--- config.mk ---
export PLATFORM = sky130hd
export DESIGN_NAME = gerador_tempo_termino
export DESIGN_NICKNAME = d
export VERILOG_FILES = /design/src/rtl/gerador_tempo_termino.sv
export SDC_FILE = /design/constraint.sdc
export NUM_CORES = 1
export LEC_CHECK = 0
export ABC_AREA = 1
export ABC_CLOCK_PERIOD_IN_PS = 3390
export BUFFER_PORTS_ARGS = -buffer_cell sky130_fd_sc_hd__buf_4
export CORE_UTILIZATION = 58
export DETAILED_ROUTE_END_ITERATION = 7
export HOLD_SLACK_MARGIN = 0.06
export PLACE_DENSITY = 0.86
export RECOVER_POWER = 25
export SKIP_CTS_REPAIR_TIMING = 1
export SYNTH_ARGS = -nofsm -noshare
export SYNTH_HDL_FRONTEND = slang
export SYNTH_SLANG_ARGS = --single-unit
--- constraint.sdc ---
create_clock -name clk -period 3.39 [get_ports clk]
set_clock_uncertainty 0.2 [all_clocks]
set_input_delay 0.339 -clock clk [delete_from_list [all_inputs] [get_ports clk]]
set_output_delay 0.339 -clock clk [all_outputs]
set_load 0.05 [all_outputs]
--- src/rtl/gerador_tempo_termino.sv ---
// Time base and deadline monitor driving the Tempo/valido/Termino adder interface.
// Generates Tempo, captures the returned deadline and pulses expirado when it is reached.
//
// state      | meaning
// s_idle     | no deadline monitored, valido high
// s_captura  | valido low for one cycle, Termino sampled into prazo on exit
// s_espera   | monitoring prazo against Tempo
// s_expirado | one-cycle expiry pulse, then back to idle
module gerador_tempo_termino #(
  parameter int TICK_DIV = 50
) (
  input  logic       clk,
  input  logic       rst_n,
  input  logic       inicio,
  input  logic       cancelar,
  input  logic [6:0] Termino,
  output logic [6:0] Tempo,
  output logic       valido,
  output logic       ativo,
  output logic       expirado,
  output logic [6:0] restante
);

  localparam int DW = $clog2(TICK_DIV);
  localparam logic [DW-1:0] DIV_MAX = DW'(TICK_DIV - 1);

  typedef enum logic [1:0] {
    s_idle,
    s_captura,
    s_espera,
    s_expirado
  } estado_t;

  estado_t       estado, estado_prox;
  logic [DW-1:0] div;
  logic          tick;
  logic [6:0]    prazo;

  assign tick = (div == DIV_MAX);

  // Free-running time base; only reset ever stops it.
  always_ff @(posedge clk or negedge rst_n) begin
    if (!rst_n) begin
      div   <= '0;
      Tempo <= '0;
    end else if (tick) begin
      div   <= '0;
      Tempo <= Tempo + 7'd1;
    end else begin
      div <= div + DW'(1);
    end
  end

  always_ff @(posedge clk or negedge rst_n) begin
    if (!rst_n) begin
      estado <= s_idle;
      prazo  <= '0;
    end else begin
      estado <= estado_prox;
      if (estado == s_captura) prazo <= Termino;
    end
  end

  always_comb begin
    estado_prox = estado;
    case (estado)
      s_idle:     if (inicio && !cancelar) estado_prox = s_captura;
      s_captura:  estado_prox = cancelar ? s_idle : s_espera;
      s_espera: begin
        if (cancelar)              estado_prox = s_idle;
        else if (inicio)           estado_prox = s_captura;
        else if (Tempo == prazo)   estado_prox = s_expirado;
      end
      s_expirado: estado_prox = s_idle;
      default:    estado_prox = s_idle;
    endcase
  end

  // Moore decode; restante is only meaningful once prazo holds the new deadline.
  always_comb begin
    valido   = 1'b1;
    ativo    = 1'b0;
    expirado = 1'b0;
    restante = '0;
    case (estado)
      s_captura: begin
        valido = 1'b0;
        ativo  = 1'b1;
      end
      s_espera: begin
        ativo    = 1'b1;
        restante = prazo - Tempo;
      end
      s_expirado: expirado = 1'b1;
      default: ;
    endcase
  end

endmodule
; ---- After elaboration in Yosys (flattened, before gate mapping)
; Index checks and enable logic that the tools add are counted.
[word_totals]
word_cells = 30
out_inout_bits = 17
register_bits = 22
[classes]
muxes = 11
n_addsub = 3
reduce_logical = 5
n_eq_ne = 7
[op_table]
columns = cell, n
row1 = 2-bit two-way mux, 5
row2 = 2-bit one-hot mux with 4 select lines, 1
row3 = "7-bit by 1-bit adder with 7-bit output, second input constant", 1
row4 = 7-bit == test, 1
row5 = 7-bit two-way mux, 1
row6 = 7-bit subtractor, 1
row7 = "6-bit by 1-bit adder with 6-bit output, second input constant", 1
row8 = "6-bit == test, second input constant", 1
row9 = 6-bit two-way mux, 1
row10 = "2-bit == test, second input constant", 2
row11 = "4-bit inequality test, second input constant", 1
row12 = 1-bit two-way mux, 3
row13 = "2-bit by 1-bit == test with 1-bit output, second input constant", 1
row14 = 2-bit zero test, 1
row15 = "2-bit inequality test, second input constant", 1
row16 = 2-bit AND reduction, 1
row17 = 2-bit OR reduction, 1
row18 = 1-bit logical AND, 1
row19 = 1-bit zero test, 1

; ---- Depth between registers and ports, before layout
[logic_depth]
depth_word = 5
mapped_depth = 10
mapped_depth_nobuf = 10

; ---- Worst setup path before layout
; OpenSTA, ideal clock, no wires.
[synth_timing]
path_type = flip-flop to output port
from = register Tempo[0]
to = output port restante[6]
required_ns = 2.851
arrival_ns = 2.313
path_stages_with_launch = 9
setup_slack_ns = 0.538
path_buffers = 0
cell_sequence = dfrtp_1 > ha_1 > inv_1 > fa_1 > nand2_1 > nand2_1 > nand3_1 > a21oi_1 > nor2_1
[synth_between]
elab_chain_cells = 2
[synth_rtl]
columns = element, line_no
row1 = start: declaration, 17  ; output logic [6:0] Tempo,
row2 = start signal: assignment, 48  ; Tempo <= Tempo + 7'd1;
row3 = 7-bit subtractor, 92  ; restante = prazo - Tempo;
row4 = 7-bit two-way mux, 85  ; case (estado)
row5 = end: declaration, 21  ; output logic [6:0] restante
; No other way between the ends.

; ---- Worst setup path after layout
; Same ends and word-level chain as after synthesis.

==> flow_summary.json <==
{
  "outcome": "complete, no violations",
  "r2r_slack_ps": 1570,
  "drc_errors": 0,
  "tightest_slew_ps": 1160,
  "synth-compound-area-share": 0.0526,
  "grt_pass1_vias": 1239,
  "syn-num-nets": 215,
  "htree_levels": 1,
  "hold_class": "in2reg",
  "fillCellCount": 159,
  "avgSynthCellArea_um2": 7.55,
  "drtIter0Drc": 22,
  "synth-xor-area-share": 0.0307,
  "dp_hpwl_mm": 2.42,
  "ys_top_cells_by_area": "dfrtp_1 (39%), nand2_1 (15%), ha_1 (12%)",
  "die-width_um": 51.6,
  "cts_made_buffers": 3,
  "grtUsageMet2": 0.463,
  "grt_overflow": 0,
  "layout_commonest_cell": "nand2_1",
  "antenna_found_initial": 0,
  "syn_to_final_growth_pct": 23.9,
  "yosys.area_share.simple": 0.303,
  "ys_seq_area_frac": 0.386,
  "synth_top_area_frac": 0.386,
  "setup_tns_ps": 0,
  "crit_type": "reg2out",
  "rsz0062_at_grt": "false",
  "dr.pass1.iters": 4,
  "slew_headroom": 0.228,
  "finalHoldViolations": 0,
  "setup_viol": 0,
  "synth_top_family_by_area": "simple AND/OR/NAND/NOR gates",
  "holdPathStages": 4,
  "busiest_layer": "met2",
  "n_antenna_cell": 0,
  "num_vias": 1296,
  "final_nets": 253,
  "coreArea_um2": 2250,
  "synthMuxAreaShare": 0,
  "synth_cell_types": 20,
  "slew_violations": 0,
  "dpl-instance-area_um2": 1650,
  "met3_usage": 0.0351,
  "cp_max_fo": 5,
  "grt_util_met1": 0.293,
  "grt_pass1_wl_mm": 4.97,
  "gp_congestion": 0.842,
  "setup.worst_path.start_class": "flip-flop",
  "syn_area_um2": 1430,
  "synthCells": 189,
  "fmax_ghz": 0.383,
  "portBuffers": 27,
  "die_h_um": 51.6,
  "clk_pin_slew_worst_paths_ps": 130,
  "clock_latency_ps": 320,
  "critPathCaptureType": "output pin",
  "fin_area_um2": 1770,
  "r2r_end": "estado[1]",
  "avgRoutedWirePerCell_um": 12.3,
  "cts_tree": "done",
  "synth_adder_area_share": 0.137,
  "antenna_left": 0,
  "timing.rr.start": "Tempo[2]",
  "fp-row-count": 17,
  "drive_above_1_share": 0.159,
  "start_util": 0.633,
  "holdPathEnd": "estado[0]",
  "cts_buffer_depth": 2,
  "most-common-layout-cells": "nand2_1 (57), inv_1 (32), buf_4 (26)",
  "max-cap-violations": 0,
  "ios": 28,
  "worstPathArrival_ps": 2070,
  "grt_max_degree": 23,
  "ir_worst_vdd_uv": 549,
  "p_leak_uw": 0.00101,
  "timing.final.crit_share": 0.770,
  "hp-start": "cancelar",
  "cts_sinks": 22,
  "required_ps": 2850,
  "wirelength_mm": 3.12,
  "grt_use_total": 0.259,
  "die_area_um2": 2660,
  "period_needed_ps": 2610,
  "ff2ff_path_depth": 9,
  "synth_warnings": 0,
  "ys_seq_elements": 22,
  "hold_ws_ps": 133,
  "power.density_nw_per_um2": 677,
  "yosys.area.top_type": "dfrtp_1",
  "via_per_inst": 5.10,
  "clockRootBuffer": "clkbuf_4"
}
[worst max-delay path, stage by stage (launching register included)]
cell,delay [ps]
dfrtp_1,450
ha_1,200
inv_1,70
fa_1,390
nand2_1,90
nand2_1,80
nand3_1,90
a21oi_1,70
nor2_1,110
buf_4,200
[kinds of logic after synthesis]
family	after synthesis
AO/OA/AOI/OAI	14
XOR/XNOR	5
adder cells (fa/ha/maj)	15
buffers and inverters	34
flip-flops	22
AND/OR/NAND/NOR	99
[through the flow]
step	total power [µW]	worst slack, ps	cells	util
after global routing	1290	589	254	0.784
after global placement	1010	1210	242	0.734
final	1200	779	254	0.784
after detailed placement	1040	1130	242	0.734
after floorplan	873	538	189	-
after CTS	1190	769	246	0.750
[synth_stat cells (all sizes together)]
library cell  count
xor2              5
nor2             20
o21ai             5
nor3              1
nand4             3
inv              32
a21oi             7
or2               4
o21bai            2
fa                1
nand3            14
dfrtp            22
buf               2
ha               14
nand2            57
[how the worst max path moves through the flow]
stage	slack [ps]	startpoint	endpoint
final	780	Tempo[0]	restante[6]
after global routing	590	Tempo[0]	restante[6]
after CTS	770	Tempo[0]	restante[6]
after detailed placement	1130	Tempo[0]	restante[6]
after global placement	1210	Tempo[0]	restante[6]
after floorplan	540	Tempo[0]	restante[6]
[metal layers]
| metal | vias up | part of all wire |
|---|---|---|
| li1 | 656 | - |
| met1 | 603 | 0.43 |
| met2 | 27 | 0.51 |
| met3 | 10 | 0.023 |
| met4 | 0 | 0.033 |
| met5 | - | 0 |
[where the power goes]
group	switching, µW	leakage (µW)	total [µW]	internal, µW
Sequential	37.0	0.000279	354	317
Clock	83.8	0.0000210	149	65.7
Combinational	462	0.000713	693	231
[flip-flops by register name, indices dropped and copies added, names as in the netlist]
name	count
prazo	7
div	6
estado	2
Tempo	7
[area by class of cell]
type	instances	area (µm²)	area share
timing repair buffer	35	279	0.158
inverter	32	120	0.0680
sequential	22	551	0.312
multi-input combinational	133	746	0.422
clock buffer	4	36.3	0.0205
tap	28	35.0	0.0198
Note: power is estimated with default switching activity, not from simulation.
